`src/rtl/uart_pkg.sv`:
```
// uart_pkg: state encoding, frame width and default baud divisor shared by the UART receive path.
package uart_pkg;

  typedef enum logic [2:0] {
    IDLE   = 3'd0,
    START  = 3'd1,
    DATA   = 3'd2,
    PARITY = 3'd3,
    STOP   = 3'd4
  } rx_state_t;

  localparam int UART_DATA_BITS = 8;

  localparam int SYS_CLK_HZ           = 27_000_000;
  localparam int BAUD_RATE            = 115_200;
  localparam int DEFAULT_CLKS_PER_BIT = SYS_CLK_HZ / BAUD_RATE;

endpackage

```
`src/rtl/uart_rx_sync.sv`:
```
// uart_rx_sync: SYNC_STAGES-deep synchroniser for the asynchronous RX pin plus a falling-edge detector.
module uart_rx_sync #(
  parameter int SYNC_STAGES = 2
) (
  input  logic clk,
  input  logic rst,
  input  logic rx,
  output logic rx_s,
  output logic fall
);

  logic [SYNC_STAGES-1:0] chain;
  logic                   prev;

  // The line idles high, so the flops reset to 1 to avoid a false start edge.
  always_ff @(posedge clk) begin
    if (rst) begin
      chain <= '1;
      prev  <= 1'b1;
    end else begin
      chain <= {chain[SYNC_STAGES-2:0], rx};
      prev  <= chain[SYNC_STAGES-1];
    end
  end

  assign rx_s = chain[SYNC_STAGES-1];
  assign fall = prev & ~rx_s;

endmodule

```
`src/rtl/uart_rx_byte_source.sv`:
```
// uart_rx_byte_source: oversampling 8N1 receiver that holds the last good byte for the Wishbone RX slave.
// Defining UART_RX_PARITY_EN switches the frame to 8E1 and adds the parity_err_o output.
module uart_rx_byte_source
  import uart_pkg::*;
#(
  parameter int CLKS_PER_BIT = DEFAULT_CLKS_PER_BIT,
  parameter int SYNC_STAGES  = 2
) (
  input  logic                      clk_i,
  input  logic                      rst_i,
  input  logic                      rx_i,
  input  logic                      ack_i,
  output logic [UART_DATA_BITS-1:0] data_o,
  output logic                      valid_o,
  output logic                      overrun_o,
  output logic                      frame_err_o,
  output logic                      busy_o
`ifdef UART_RX_PARITY_EN
  ,
  output logic                      parity_err_o
`endif
);

  localparam logic [15:0] HALF_LAST = 16'(CLKS_PER_BIT / 2 - 1);
  localparam logic [15:0] BIT_LAST  = 16'(CLKS_PER_BIT - 1);
  localparam logic [2:0]  LAST_IDX  = 3'(UART_DATA_BITS - 1);

  rx_state_t                 state;
  rx_state_t                 state_nxt;
  logic [15:0]               cnt;
  logic [2:0]                bit_idx;
  logic [UART_DATA_BITS-1:0] shreg;
  logic                      rx_s;
  logic                      fall;
  logic                      half_hit;
  logic                      bit_hit;
  logic                      stop_sample;
  logic                      parity_ok;
  logic                      good_frame;

  uart_rx_sync #(
    .SYNC_STAGES(SYNC_STAGES)
  ) u_sync (
    .clk (clk_i),
    .rst (rst_i),
    .rx  (rx_i),
    .rx_s(rx_s),
    .fall(fall)
  );

  assign half_hit    = (cnt == HALF_LAST);
  assign bit_hit     = (cnt == BIT_LAST);
  assign stop_sample = (state == STOP) && bit_hit;
  assign busy_o      = (state != IDLE);

`ifdef UART_RX_PARITY_EN
  logic par_bit;
  assign parity_ok = ~^{shreg, par_bit};
`else
  assign parity_ok = 1'b1;
`endif

  assign good_frame = stop_sample && rx_s && parity_ok;

  always_comb begin
    state_nxt = state;
    case (state)
      IDLE: begin
        if (fall) state_nxt = START;
      end
      START: begin
        if (half_hit) state_nxt = rx_s ? IDLE : DATA;
      end
      DATA: begin
        if (bit_hit && (bit_idx == LAST_IDX)) begin
`ifdef UART_RX_PARITY_EN
          state_nxt = PARITY;
`else
          state_nxt = STOP;
`endif
        end
      end
`ifdef UART_RX_PARITY_EN
      PARITY: begin
        if (bit_hit) state_nxt = STOP;
      end
`endif
      STOP: begin
        if (bit_hit) state_nxt = IDLE;
      end
      default: state_nxt = IDLE;
    endcase
  end

  // The baud counter restarts on every state change and wraps once per bit period.
  always_ff @(posedge clk_i) begin
    if (rst_i) begin
      state <= IDLE;
      cnt   <= '0;
    end else begin
      state <= state_nxt;
      if ((state_nxt != state) || bit_hit) begin
        cnt <= '0;
      end else if (state != IDLE) begin
        cnt <= cnt + 16'd1;
      end
    end
  end

  always_ff @(posedge clk_i) begin
    if (rst_i) begin
      bit_idx <= '0;
      shreg   <= '0;
    end else if (state == START) begin
      bit_idx <= '0;
    end else if ((state == DATA) && bit_hit) begin
      shreg   <= {rx_s, shreg[UART_DATA_BITS-1:1]};
      bit_idx <= bit_idx + 3'd1;
    end
  end

`ifdef UART_RX_PARITY_EN
  always_ff @(posedge clk_i) begin
    if (rst_i) begin
      par_bit      <= 1'b0;
      parity_err_o <= 1'b0;
    end else begin
      if ((state == PARITY) && bit_hit) par_bit <= rx_s;
      parity_err_o <= stop_sample && !parity_ok;
    end
  end
`endif

  // A load in the same cycle as ack_i wins: the new byte stays valid and no overrun is flagged.
  always_ff @(posedge clk_i) begin
    if (rst_i) begin
      data_o      <= '0;
      valid_o     <= 1'b0;
      overrun_o   <= 1'b0;
      frame_err_o <= 1'b0;
    end else begin
      frame_err_o <= stop_sample && !rx_s;
      if (good_frame) begin
        data_o    <= shreg;
        valid_o   <= 1'b1;
        overrun_o <= ack_i ? 1'b0 : (overrun_o | valid_o);
      end else if (ack_i && valid_o) begin
        valid_o   <= 1'b0;
        overrun_o <= 1'b0;
      end
    end
  end

endmodule

```
`config.mk`:
```
export PLATFORM = sky130hd
export DESIGN_NAME = uart_rx_byte_source
export DESIGN_NICKNAME = d
export VERILOG_FILES = /design/src/rtl/uart_pkg.sv /design/src/rtl/uart_rx_sync.sv /design/src/rtl/uart_rx_byte_source.sv
export SDC_FILE = /design/constraint.sdc
export NUM_CORES = 1
export LEC_CHECK = 0
export ABC_CLOCK_PERIOD_IN_PS = 3900
export BUFFER_PORTS_ARGS = -buffer_cell sky130_fd_sc_hd__buf_2
export CORE_ASPECT_RATIO = 1.75
export CORE_MARGIN = 10
export CORE_UTILIZATION = 62
export CTS_CLUSTER_DIAMETER = 100
export DETAILED_ROUTE_END_ITERATION = 6
export PLACE_DENSITY = 0.91
export SYNTH_ARGS = -nofsm -noshare
export SYNTH_HDL_FRONTEND = slang
export SYNTH_HIERARCHICAL = 1
export SYNTH_SLANG_ARGS = --single-unit
```
`constraint.sdc`:
```
create_clock -name clk_i -period 3.9 [get_ports clk_i]
set_clock_uncertainty 0.1 [all_clocks]
set_input_delay 0.39 -clock clk_i [delete_from_list [all_inputs] [get_ports clk_i]]
set_output_delay 0.39 -clock clk_i [all_outputs]
set_load 0.05 [all_outputs]
```
# Yosys cells after proc, flatten, opt, wreduce, memory -nomap -nowiden
# Index checks and enable logic that the tools add are counted.
dict set report word_totals {
  ff_bits 44
  latchBits 0
  ramBits 0
  romBits 0
  n_memories 0
}
dict set report op_classes {
  n_addsub 2
  multipliers 0
  div_mod_pow 0
  n_lt_le_gt_ge 0
  eq_ne 7
  n_shift 0
  muxes 10
  bitwise_logic 4
  n_reduce_logical 14
}
# operator count
set ops {}
lappend ops {{$add A16 B1 Y16 const B} 1}
lappend ops {{$eq A16 B7 Y1 const B} 1}
lappend ops {{$eq A16 B8 Y1 const B} 1}
lappend ops {{$mux W3} 4}
lappend ops {{$pmux W3 S4} 1}
lappend ops {{$eq A3 B3 Y1 const B} 2}
lappend ops {{$logic_and A1 B1 Y1} 6}
lappend ops {{$mux W1} 4}
lappend ops {{$reduce_or A2 Y1} 2}
lappend ops {{$add A3 B1 Y3 const B} 1}
lappend ops {{$eq A3 B1 Y1 const B} 1}
lappend ops {{$eq A3 B2 Y1 const B} 1}
lappend ops {{$logic_not A3 Y1} 1}
lappend ops {{$ne A3 B3 Y1} 1}
lappend ops {{$reduce_bool A3 Y1} 1}
lappend ops {{$mux W2} 1}
lappend ops {{$not A1 Y1} 2}
lappend ops {{$reduce_and A2 Y1} 1}
lappend ops {{$reduce_bool A2 Y1} 1}
lappend ops {{$and A1 B1 Y1} 1}
lappend ops {{$logic_not A1 Y1} 1}
lappend ops {{$logic_or A1 B1 Y1} 1}
lappend ops {{$or A1 B1 Y1} 1}

# Logic depth before layout (Yosys ltp)
# Gate-level depths: netlist (run 1).
dict set report depth {
  depth_word 7
  depth_mapped 9
}

# Cells and area by module
# Netlist (run 1), hierarchy kept.
# module instances cells_per_inst area_each_um2 seq_area_each_um2
set modules_own_cells {}
lappend modules_own_cells {uart_rx_byte_source 1 218 1874.3 820.8}
lappend modules_own_cells {uart_rx_sync 1 7 85.1 60.1}

# Worst setup path after synthesis (run 1)
# Ideal clock, no wire load.
dict set report synth_path {
  path_kind {register -> register}
  start {reg cnt[12]}
  end {reg cnt[10]}
  setup_time_ns 0.115
  arrival_time_ns 1.853
  t_required_ns 3.685
  setup_slack_ns 1.832
  path_stages_with_launch 7
  n_path_buf 1
  period_less_slack_ns 2.068
  path_cell_list {dfxtp_1 -> or4_4 -> nor4_4 -> nor2_1 -> o221ai_4 -> buf_6 -> nor2_1}
}
dict set report synth_via {
  elab_chain_cells 7
  elab_cells_between_ends 10
  cone_classes {eq/ne (3); mux (4); reduce/logical (3)}
}
# item line_no
set synth_lines {}
lappend synth_lines {{from (decl)} uart_rx_byte_source.sv:30} ;# logic [15:0] cnt;
lappend synth_lines {{from (signal assigned)} uart_rx_byte_source.sv:105} ;# cnt <= cnt + 16'd1;
lappend synth_lines {{$eq A16 B8 Y1} uart_rx_byte_source.sv:52} ;# assign bit_hit = (cnt == BIT_LAST);
lappend synth_lines {{$logic_and A1 B1 Y1} uart_rx_byte_source.sv:75} ;# if (bit_hit && (bit_idx == LAST_IDX)) begin
lappend synth_lines {{$mux W3} uart_rx_byte_source.sv:75}
lappend synth_lines {{$pmux W3 S4} uart_rx_byte_source.sv:67} ;# case (state)
lappend synth_lines {{$ne A3 B3 Y1} uart_rx_byte_source.sv:102} ;# if ((state_nxt != state) || bit_hit) begin
lappend synth_lines {{$logic_or A1 B1 Y1 (*)} uart_rx_byte_source.sv:102}
lappend synth_lines {{$reduce_or A2 Y1 (no line) (*)} -}
# Every way passes the cells marked *; elsewhere a longest branch is shown, timed or not.
# A chain may end at the register's enable or synchronous reset.

# Worst setup path in the final report (run 1)
dict set report layout_path {
  start {reg cnt[9]}
  end {reg cnt[2]}
}
# The elaborated chain is that of the path after synthesis.

==> results of run 1 <==
==> metrics by stage <==
step | utilization, % | cell area (um^2) | hold WS (ps)
floorplan | - | 1960 | 285
global placement | 65.7 | 2040 | 289
detailed placement | 65.7 | 2040 | 322
CTS | 68.5 | 2130 | 170
global route | 68.5 | 2130 | 176
finish | 68.5 | 2130 | 173
==> power groups by stage <==
stage	Combinational [mW]	Clock, mW	Sequential, mW
6_report	0.0270	0.275	0.454
5_1_grt	0.0296	0.298	0.455
4_1_cts	0.0269	0.282	0.454
3_5_place_dp	0.0268	0	0.465
3_3_place_gp	0.0261	0	0.464
2_1_floorplan	0.0222	0	0.464
==> sequential cells by signal (all words and copies together), names as in the netlist <==
signal        cells
state             3
shreg             8
u_sync/prev       1
u_sync/chain      2
overrun_o         1
frame_err_o       1
valid_o           1
cnt              16
bit_idx           3
data_o            8
==> worst register-to-register path: cells and delay by family (launching register included) <==
| kind | cells | cell delay (ps) |
|---|---|---|
| flip-flops | 1 | 360 |
| AND/OR/NAND/NOR | 4 | 1550 |
| AO/OA/AOI/OAI | 1 | 430 |
==> layout make-up <==
cell class	count	share of cell area, %
multi-input cells	165	47.2
flip-flops and latches	44	41.4
repair buffers	16	3.88
clock buffers	5	3.23
well taps	43	2.53
clock inverters	3	0.882
inverters	5	0.882
==> metal layers <==
metal  part of all wire [%]  vias to the layer above  global-route usage, %
met5                      0                        -                      0
met3                    4.9                        8                   4.27
met1                     37                      730                   11.7
met4                    2.6                        0                   6.74
li1                       -                      786                      -
met2                     55                       26                   25.6
==> kinds of logic after synthesis <==
kind of cell               after synthesis  share of synthesized area, %
and+or+nand+nor                        114                          30.3
DFF                                     44                          45.0
AOI/OAI and AO/OA                       30                          10.7
xor gates and xnor gates                16                          7.15
buffers and inverters                   16                          3.77
adders and majority gates                5                          3.19
==> final timing paths <==
check / start / to / slack (ps)
worst max register to register: cnt[9]$_SDFFE_PP0N_ / cnt[2]$_SDFFE_PP0N_ / 1340
worst max-delay path: cnt[9]$_SDFFE_PP0N_ / cnt[2]$_SDFFE_PP0N_ / 1340
worst min-delay path: rx_i / u_sync/chain[0]$_SDFF_PP1_ / 170
worst min register to register: u_sync/chain[0]$_SDFF_PP1_ / u_sync/chain[1]$_SDFF_PP1_ / 330
==> layout by cell type (no fill, tap or decap), types with 2 or more instances in the layout <==
cell,n
sky130_fd_sc_hd__a21oi_1,22
sky130_fd_sc_hd__nand3_1,12
sky130_fd_sc_hd__or2_1,3
sky130_fd_sc_hd__xor2_1,6
sky130_fd_sc_hd__nor3_1,5
sky130_fd_sc_hd__clkinv_2,2
sky130_fd_sc_hd__nand2_1,39
sky130_fd_sc_hd__buf_2,15
sky130_fd_sc_hd__or3b_2,2
sky130_fd_sc_hd__dfxtp_1,44
sky130_fd_sc_hd__inv_1,5
sky130_fd_sc_hd__nor4_4,2
sky130_fd_sc_hd__and3_1,4
sky130_fd_sc_hd__nor2_1,28
sky130_fd_sc_hd__ha_1,5
sky130_fd_sc_hd__or4_4,2
sky130_fd_sc_hd__xnor2_1,10
sky130_fd_sc_hd__nor3b_1,3
sky130_fd_sc_hd__clkbuf_8,5
sky130_fd_sc_hd__nand4_1,5
==> summary.log, run 1 <==
qor: outcome.outcome finished, final reports clean
qor: power.p_total 0.756 mW
qor: clocking.cts_hold_buf 0
qor: critical_path.critical_path.endpoint_type register
qor: critical_path.rr_worst_depth 5
qor: clocking.clk_pin_slew_worst_paths 80 ps
qor: power.cell_internal_pwr 0.584 mW
qor: detailed_routing.drtPass1Iterations 4
qor: critical_path.crit_cells 5
qor: timing.slew_headroom 58.6%
qor: finish.multi_input_comb_area 1000 um^2
qor: flow_run.maxCapViolations 0
qor: synth.synthesis.area_per_instance 8.71 um^2
qor: detailed_routing.drc 0
qor: floorplanning.core_area 3110 um^2
qor: clocking.tritoncts.num_buffers 5
qor: timing.min_period 2560 ps
qor: placement.gp_congestion 0.814
qor: clocking.clkLatencyLatePin 290 ps
qor: critical_path.crit_chain or4_4 > and4bb_1 > nor3b_1 > o221ai_4 > nor2_1
qor: critical_path.delay_heaviest_family_cp simple AND/OR/NAND/NOR gates
qor: synth.yosys-top-cells-count sky130_fd_sc_hd__dfxtp_1 (44), sky130_fd_sc_hd__nand2_1 (39), sky130_fd_sc_hd__nor2_1 (28)
qor: synth.async_flop_share 0%
qor: critical_path.timing.critical_path.slowest_cell_delay 710 ps
qor: grt.grt_first_pass_wirelength 6.47 mm
qor: floorplanning.num_rows 27
qor: finish.n_fill_cell 287
qor: clocking.cts_setup_buffers 0
qor: floorplanning.design.die.area 5900 um^2
qor: synth.yosysMostFrequentCell sky130_fd_sc_hd__dfxtp_1
qor: detailed_routing.wl 3.76 mm
qor: finish.regArea 881 um^2
qor: power.p_seq_share 60.1%
qor: clocking.clock_sink_count 44
qor: synth.yosysWarnings 6
qor: detailed_routing.drt_iter0_markers 43
qor: timing.grt_setup_unrepaired no
qor: clocking.clock-root-buffer sky130_fd_sc_hd__clkbuf_8
qor: synth.postSynthNetCount 234
qor: detailed_routing.via_per_inst 5.52
qor: critical_path.timing.critical_path.slowest_stage_cell sky130_fd_sc_hd__and4bb_1
qor: placement.port_buffers 15
qor: power.netSwitchingPower 0.171 mW
qor: floorplanning.horiz_die_dim 62.5 um
qor: synth.synth_seq_cells 44
qor: grt.grt_antenna_before_repair 0
qor: clocking.cts-resized-gates 0
qor: synth.synth_largest_area_cell sky130_fd_sc_hd__dfxtp_1
qor: detailed_routing.routedWlPerCell 13.4 um
qor: detailed_routing.ant_nets 0
qor: critical_path.cp_max_fo 17
qor: synth.post_synth_num_cell_types 39
qor: timing.fmax 391 MHz
qor: timing.final_hold_viol_count 0
qor: power.share_clk_of_total_power 36.3%
qor: grt.vias_in_the_first_global_route 1553
qor: timing.setup_viol_count_final 0
qor: placement.dpl.cell_count 273
qor: critical_path.worstSetupPathType register to register
qor: synth.synth_sequential_area_ratio 45.0%
qor: power.switching_share_of_total_power 22.7%
qor: finish.layout.cells.non_filler 281
qor: power.power_leakage 0.768 nW
qor: grt.maximum_number_of_pins_on_one_net_before_global_route_repair 29
qor: synth.synth-edff-count 0
qor: timing.totalNegativeSetupSlack 0 ps
qor: grt.grt_use_total 13.1%
qor: timing.final-max-slew-violation-count 0
qor: worst_hold_path.min_path_type primary input to register
qor: finish.final_layout_net_count 246
qor: timing.worst_setup_margin 1340 ps
qor: synth.synth.top_cells.by_area sky130_fd_sc_hd__dfxtp_1 (45%), sky130_fd_sc_hd__nand2_1 (7.5%), sky130_fd_sc_hd__a21oi_1 (5.6%)
qor: synth.postSynth.topFlopCell sky130_fd_sc_hd__dfxtp_1
qor: finish.syn_to_layout_area_delta 8.62%
qor: timing.worst_slew_pin_slew 621 ps
qor: clocking.clk_path_buf_depth 2
qor: grt.overflow_after_grt 0
qor: finish.drive_above_1_share 14.3%
qor: critical_path.critical_path_arrival 2620 ps
qor: finish.n_diodes 0
qor: floorplanning.io_pins 16
qor: synth.summed_instance_area_of_the_synthesized_netlist 1960 um^2
qor: detailed_routing.detailroute.via_count 1550
qor: synth.syn_inst 225
qor: power.comb_power_share 3.6%
qor: critical_path.crit_buf_inv 0
qor: placement.dpl_worst_slack 1360 ps
qor: critical_path.worstPathRequired 3970 ps
qor: synth.post-synth-top-area-fraction 45.0%
qor: power.power.ir.vdd_worst 0.271 mV
qor: power.pwrdens 355 nW/um^2
qor: critical_path.critPathLaunchType register
qor: floorplanning.start_util 63.0%
qor: clocking.h-tree-depth 2
qor: worst_hold_path.worstHoldPathCells 2
qor: clocking.tritoncts yes
qor: placement.detailedPlacementHpwl 2.85 mm
qor: floorplanning.die_height 94.4 um
qor: timing.fin_crit_sh 65.6%
Power figures use the tool's default switching activity.
==> run 2, diff against run 1 <==
--- a/config.mk
+++ b/config.mk
@@ -5,14 +5,14 @@
 export SDC_FILE = /design/constraint.sdc
 export NUM_CORES = 1
 export LEC_CHECK = 0
-export ABC_CLOCK_PERIOD_IN_PS = 3900
+export ABC_CLOCK_PERIOD_IN_PS = 2440
 export BUFFER_PORTS_ARGS = -buffer_cell sky130_fd_sc_hd__buf_2
 export CORE_ASPECT_RATIO = 1.75
 export CORE_MARGIN = 10
-export CORE_UTILIZATION = 62
+export CORE_UTILIZATION = 58
 export CTS_CLUSTER_DIAMETER = 100
 export DETAILED_ROUTE_END_ITERATION = 6
-export PLACE_DENSITY = 0.91
+export PLACE_DENSITY = 0.87
 export SYNTH_ARGS = -nofsm -noshare
 export SYNTH_HDL_FRONTEND = slang
 export SYNTH_HIERARCHICAL = 1
==> constraint.sdc (replaced) <==
create_clock -name clk_i -period 2.44 [get_ports clk_i]
set_clock_uncertainty 0.1 [all_clocks]
set_input_delay 0.244 -clock clk_i [delete_from_list [all_inputs] [get_ports clk_i]]
set_output_delay 0.244 -clock clk_i [all_outputs]
set_load 0.05 [all_outputs]
==> run 2 against run 1 <==
Non-clock buffer count up 3. Final area grew 3.2%. Register-to-register slack got worse by 1100 ps. Critical endpoint is now cnt[9]$_SDFFE_PP0N_. Count of clock-buffer cells in the layout unchanged. Maximum frequency up 14%.
==> summary.log, run 2 (synthesis gave the netlist of run 1 again) <==
qor: timing.slew_headroom 62.8%
qor: power.power.ir.vdd_worst 0.471 mV
qor: critical_path.critPathLaunchType register
qor: worst_hold_path.min_path_type primary input to register
qor: finish.final_layout_net_count 249
qor: clocking.clock_sink_count 44
qor: flow_run.maxCapViolations 0
qor: placement.port_buffers 15
qor: detailed_routing.detailroute.via_count 1575
qor: grt.vias_in_the_first_global_route 1589
qor: floorplanning.num_rows 27
qor: outcome.outcome finished, final reports clean
qor: critical_path.worstSetupPathType register to register
qor: grt.maximum_number_of_pins_on_one_net_before_global_route_repair 29
qor: finish.syn_to_layout_area_delta 12.1%
qor: detailed_routing.via_per_inst 5.57
qor: grt.grt_first_pass_wirelength 6.81 mm
qor: timing.final-max-slew-violation-count 0
qor: detailed_routing.ant_nets 0
qor: floorplanning.core_area 3210 um^2
qor: detailed_routing.drt_iter0_markers 74
qor: grt.overflow_after_grt 0
qor: floorplanning.start_util 61.1%
qor: timing.grt_setup_unrepaired no
qor: clocking.clock-root-buffer sky130_fd_sc_hd__clkbuf_8
qor: clocking.clk_path_buf_depth 2
qor: clocking.tritoncts.num_buffers 5
qor: detailed_routing.drc 0
qor: clocking.cts_hold_buf 0
qor: clocking.clk_pin_slew_worst_paths 80 ps
qor: grt.grt_antenna_before_repair 0
qor: critical_path.setup.reg_to_reg.worst_slack 210 ps
qor: power.p_total 1.41 mW
qor: finish.n_diodes 0
qor: floorplanning.die_height 96.9 um
qor: timing.setup_viol_count_final 0
qor: critical_path.timing.critical_path.mode_cell sky130_fd_sc_hd__nor2_1
qor: finish.postLayoutCellArea 2200 um^2
qor: critical_path.timing.critical_path.slowest_cell_delay 580 ps
qor: critical_path.worstPathRequired 2510 ps
qor: critical_path.cp_max_fo 16
qor: placement.detailedPlacementHpwl 2.89 mm
qor: clocking.tritoncts yes
qor: critical_path.timing.critical_path.slowest_stage_cell sky130_fd_sc_hd__or4_4
qor: finish.final_util 68.5%
qor: finish.layout_common_cells sky130_fd_sc_hd__dfxtp_1 (44), sky130_fd_sc_hd__nand2_1 (39), sky130_fd_sc_hd__nor2_1 (28)
qor: floorplanning.io_pins 16
qor: finish.drive_above_1_share 15.4%
qor: clocking.clkLatencyLatePin 300 ps
qor: timing.min_period 2230 ps
qor: finish.reg_top3 cnt x16, data_o x8, shreg x8
qor: timing.fin_crit_sh 91.6%
qor: critical_path.critical_path_arrival 2300 ps
qor: placement.gp_congestion 0.818
qor: floorplanning.design.die.area 6190 um^2
qor: timing.fmax 447 MHz
qor: critical_path.critical_path.endpoint_type register
qor: timing.worst_slew_pin_slew 554 ps
qor: finish.final_common_cell sky130_fd_sc_hd__dfxtp_1
qor: detailed_routing.drtPass1Iterations 4
qor: placement.placedInstanceArea 2060 um^2
qor: grt.grt_use_total 13.4%
qor: critical_path.crit_chain or4_4 > nor4_4 > nor2_1 > o221ai_4 > nor2_1
qor: finish.top_register cnt
qor: finish.max_reg_flops 16
qor: detailed_routing.wl 4.00 mm
qor: power.power_leakage 0.794 nW
qor: timing.final_hold_viol_count 0
qor: detailed_routing.routedWlPerCell 14.1 um
qor: power.pwrdens 644 nW/um^2
qor: floorplanning.horiz_die_dim 63.9 um
qor: timing.totalNegativeSetupSlack 0 ps
qor: clocking.h-tree-depth 2
## run 2: layout make-up
class / instances / area (um^2)
clock inverter: 2 / 60.1
fill: 245 / 1010
inverter: 5 / 18.8
sequential: 44 / 881
timing repair buffer: 19 / 105
clock buffer: 5 / 68.8
tap: 43 / 53.8
multi-input combinational: 165 / 1010
## run 2: per-stage QoR
step	instances	hold slack (ps)	setup slack [ps]
floorplan	225	241	372
global placement	276	293	217
detailed placement	276	293	160
CTS	283	24.3	68.1
global route	283	33.1	59.6
finish	283	31.4	205
## run 2: critical path: cells and delay by family (launching register included)
family          cells  cell delay (ps)
flops               1              330
simple gates        4             1220
compound gates      1              450
## run 2: final timing paths
check | from | end | cells after the start
hold / removal | rx_i | u_sync/chain[0]$_SDFF_PP1_ | 2
hold reg to reg | u_sync/chain[0]$_SDFF_PP1_ | u_sync/chain[1]$_SDFF_PP1_ | 1
setup / recovery | cnt[12]$_SDFFE_PP0N_ | cnt[9]$_SDFFE_PP0N_ | 5
setup reg to reg | cnt[12]$_SDFFE_PP0N_ | cnt[9]$_SDFFE_PP0N_ | 5
## run 2: metal layers
layer / vias up / track usage [%] / wire length [um]
met3: 11 / 4.95 / 207
li1: 793 / - / -
met1: 747 / 11.3 / 1430
met4: 0 / 7.90 / 114
met2: 24 / 24.9 / 2250
met5: - / 0 / 0
## run 2: timing repair
action / CTS / global route
hold endpoints to repair: 0 / 0
gates resized for setup: 0 / 1
setup endpoints to repair: 0 / 14
setup buffers: 0 / 0
## run 2: power by group
part | switching [mW] | total (mW) | internal (mW)
clock | 0.243 | 0.646 | 0.403
combinational | 0.0290 | 0.0422 | 0.0133
sequential | 0.00475 | 0.726 | 0.721
==> run 3, diff against run 2 <==
--- a/config.mk
+++ b/config.mk
@@ -8,7 +8,6 @@
 export ABC_CLOCK_PERIOD_IN_PS = 2440
 export BUFFER_PORTS_ARGS = -buffer_cell sky130_fd_sc_hd__buf_2
 export CORE_ASPECT_RATIO = 1.75
-export CORE_MARGIN = 10
 export CORE_UTILIZATION = 58
 export CTS_CLUSTER_DIAMETER = 100
 export DETAILED_ROUTE_END_ITERATION = 6
==> run 3 against run 2 <==
Routed wire length up 2.1%. Count of clock-buffer cells in the layout is the same. Setup slack got worse by 67 ps. Cell count increased by 0.71%. Via count up 2.6%. Sequential cell count stayed put. Non-clock buffer count stayed put. Critical path type unchanged. Largest cell class unchanged.
==> summary.log, run 3 (synthesis gave the netlist of run 1 again) <==
qor: outcome.outcome finished, final reports clean
qor: clocking.h-tree-depth 2
qor: detailed_routing.drc 0
qor: finish.n_diodes 0
qor: finish.postLayoutCellArea 2200 um^2
qor: clocking.cts_hold_buf 0
qor: placement.detailedPlacementHpwl 2.70 mm
qor: clocking.tritoncts.num_buffers 5
qor: timing.setup_viol_count_final 0
qor: power.cell_internal_pwr 1.04 mW
qor: grt.vias_in_the_first_global_route 1537
qor: floorplanning.num_rows 27
qor: timing.min_period 2300 ps
qor: clocking.tritoncts yes
qor: grt.grt_first_pass_wirelength 6.22 mm
qor: floorplanning.die_height 78.9 um
qor: critical_path.crit_chain inv_1 > ha_1 > nor4bb_1 > and4bb_1 > buf_4 > o31ai_2 > o221ai_2 > nor2_1
qor: clocking.clkLatencyLatePin 300 ps
qor: placement.port_buffers 15
qor: detailed_routing.drt_iter0_markers 40
qor: finish.final_common_cell sky130_fd_sc_hd__dfxtp_1
qor: power.power_leakage 0.793 nW
qor: detailed_routing.via_per_inst 5.67
qor: critical_path.critPathLaunchType register
qor: power.pwrdens 606 nW/um^2
qor: finish.layout_common_cells sky130_fd_sc_hd__dfxtp_1 (44), sky130_fd_sc_hd__nand2_1 (39), sky130_fd_sc_hd__nor2_1 (28)
qor: worst_hold_path.min_path_type primary input to register
qor: clocking.clock-root-buffer sky130_fd_sc_hd__clkbuf_8
qor: critical_path.worstSetupPathType register to register
qor: finish.final_layout_net_count 250
qor: critical_path.rr_worst_depth 8
qor: timing.totalNegativeSetupSlack 0 ps
qor: flow_run.maxCapViolations 0
qor: timing.worst_setup_margin 138 ps
qor: critical_path.critical_path.endpoint_type register
qor: power.comb_power_share 3.6%
qor: timing.grt_setup_unrepaired no
qor: power.p_total 1.34 mW
qor: power.power.ir.vdd_worst 0.602 mV
qor: critical_path.cp_max_fo 8
qor: finish.max_reg_flops 16
qor: power.netSwitchingPower 0.291 mW
qor: detailed_routing.detailroute.via_count 1616
qor: placement.gp_congestion 0.812
qor: floorplanning.core_area 3180 um^2
qor: grt.grt_antenna_before_repair 0
qor: detailed_routing.wl 4.08 mm
qor: timing.final-max-slew-violation-count 0
qor: finish.top_register cnt
qor: floorplanning.io_pins 16
qor: floorplanning.design.die.area 3620 um^2
qor: timing.worst_slew_pin_slew 511 ps
qor: grt.maximum_number_of_pins_on_one_net_before_global_route_repair 29
qor: grt.grt_use_total 23.4%
qor: detailed_routing.drtPass1Iterations 4
qor: critical_path.worstPathRequired 2570 ps
qor: timing.final_hold_viol_count 0
qor: finish.reg_top3 cnt x16, data_o x8, shreg x8
qor: clocking.cts_setup_buffers 0
qor: detailed_routing.ant_nets 0
qor: critical_path.crit_buf_inv 2
qor: worst_hold_path.worstHoldPathCells 2
qor: finish.final_util 69.4%
qor: critical_path.critical_path_arrival 2440 ps
qor: power.share_clk_of_total_power 42.1%
qor: floorplanning.horiz_die_dim 45.9 um
qor: clocking.clk_pin_slew_worst_paths 80 ps
qor: timing.slew_headroom 65.9%
qor: power.switching_share_of_total_power 21.8%
qor: critical_path.timing.critical_path.slowest_cell_delay 380 ps
qor: clocking.clock_sink_count 44
qor: grt.overflow_after_grt 0
qor: critical_path.crit_cells 8
qor: finish.syn_to_layout_area_delta 12.5%
qor: placement.dpl_worst_slack 181 ps
qor: power.p_seq_share 54.4%
qor: timing.fmax 434 MHz
qor: placement.placedInstanceArea 2060 um^2
qor: clocking.clk_path_buf_depth 2
qor: critical_path.timing.critical_path.slowest_stage_cell sky130_fd_sc_hd__dfxtp_1
qor: detailed_routing.routedWlPerCell 14.3 um
qor: finish.drive_above_1_share 16.5%
qor: floorplanning.start_util 61.7%
qor: timing.fin_crit_sh 94.4%
qor: critical_path.delay_heaviest_family_cp compound AO/OA/AOI/OAI gates
[run 3: cell types whose count changed in the layout (fill, tap and decap cells not counted)]
cell,change
sky130_fd_sc_hd__bufinv_16,-1
sky130_fd_sc_hd__clkinv_4,+2
sky130_fd_sc_hd__nor3b_1,-1
sky130_fd_sc_hd__nor3b_2,+1
sky130_fd_sc_hd__o221ai_2,+1
[run 3: final timing paths]
| path | from | endpoint | slack (ps) |
|---|---|---|---|
| setup reg to reg | cnt[1]$_SDFFE_PP0N_ | cnt[4]$_SDFFE_PP0N_ | 140 |
| hold reg to reg | u_sync/chain[0]$_SDFF_PP1_ | u_sync/chain[1]$_SDFF_PP1_ | 310 |
| setup / recovery | cnt[1]$_SDFFE_PP0N_ | cnt[4]$_SDFFE_PP0N_ | 140 |
| hold / removal | rx_i | u_sync/chain[0]$_SDFF_PP1_ | 30 |
[run 3: power groups by stage]
| stage | sequential [mW] | combinational (mW) | clock [mW] |
|---|---|---|---|
| global route | 0.726 | 0.0514 | 0.599 |
| floorplan | 0.741 | 0.0355 | 0 |
| detailed placement | 0.743 | 0.0421 | 0 |
| global placement | 0.742 | 0.0414 | 0 |
| CTS | 0.726 | 0.0423 | 0.574 |
| finish | 0.726 | 0.0478 | 0.562 |
[run 3: final cells by class]
cell class,instances,area [um^2]
multi-input combinational,166,1030
timing repair buffer,19,105
clock buffer,5,68.8
clock inverter,3,47.5
inverter,5,18.8
sequential,44,881
tap,43,53.8
fill,286,971
[run 3: timing repair]
item,4_1_cts,5_1_grt
gates resized for setup,0,2
setup endpoints to repair,0,3
hold endpoints to repair,0,0
[run 3: worst register-to-register path, stage by stage, from the launching register on]
cell and delay, ps:
sky130_fd_sc_hd__dfxtp_1 380, sky130_fd_sc_hd__inv_1 90, sky130_fd_sc_hd__ha_1 190, sky130_fd_sc_hd__nor4bb_1 140
sky130_fd_sc_hd__and4bb_1 300, sky130_fd_sc_hd__buf_4 180, sky130_fd_sc_hd__o31ai_2 380, sky130_fd_sc_hd__o221ai_2 310
sky130_fd_sc_hd__nor2_1 170
[run 3: per-stage QoR]
step / std cells / hold slack (ps)
6_report: 285 / 34.4
3_5_place_dp: 276 / 298
2_1_floorplan: 225 / 241
4_1_cts: 284 / 33.8
3_3_place_gp: 276 / 290
5_1_grt: 285 / 44.5
[run 3: routing by layer]
metal,vias to the layer above,global-route usage (%),share of wire (%)
met5,-,0,0
met4,0,14.7,3.6
met3,12,5.00,3.8
met2,50,43.2,57
met1,757,21.0,35
li1,797,-,-
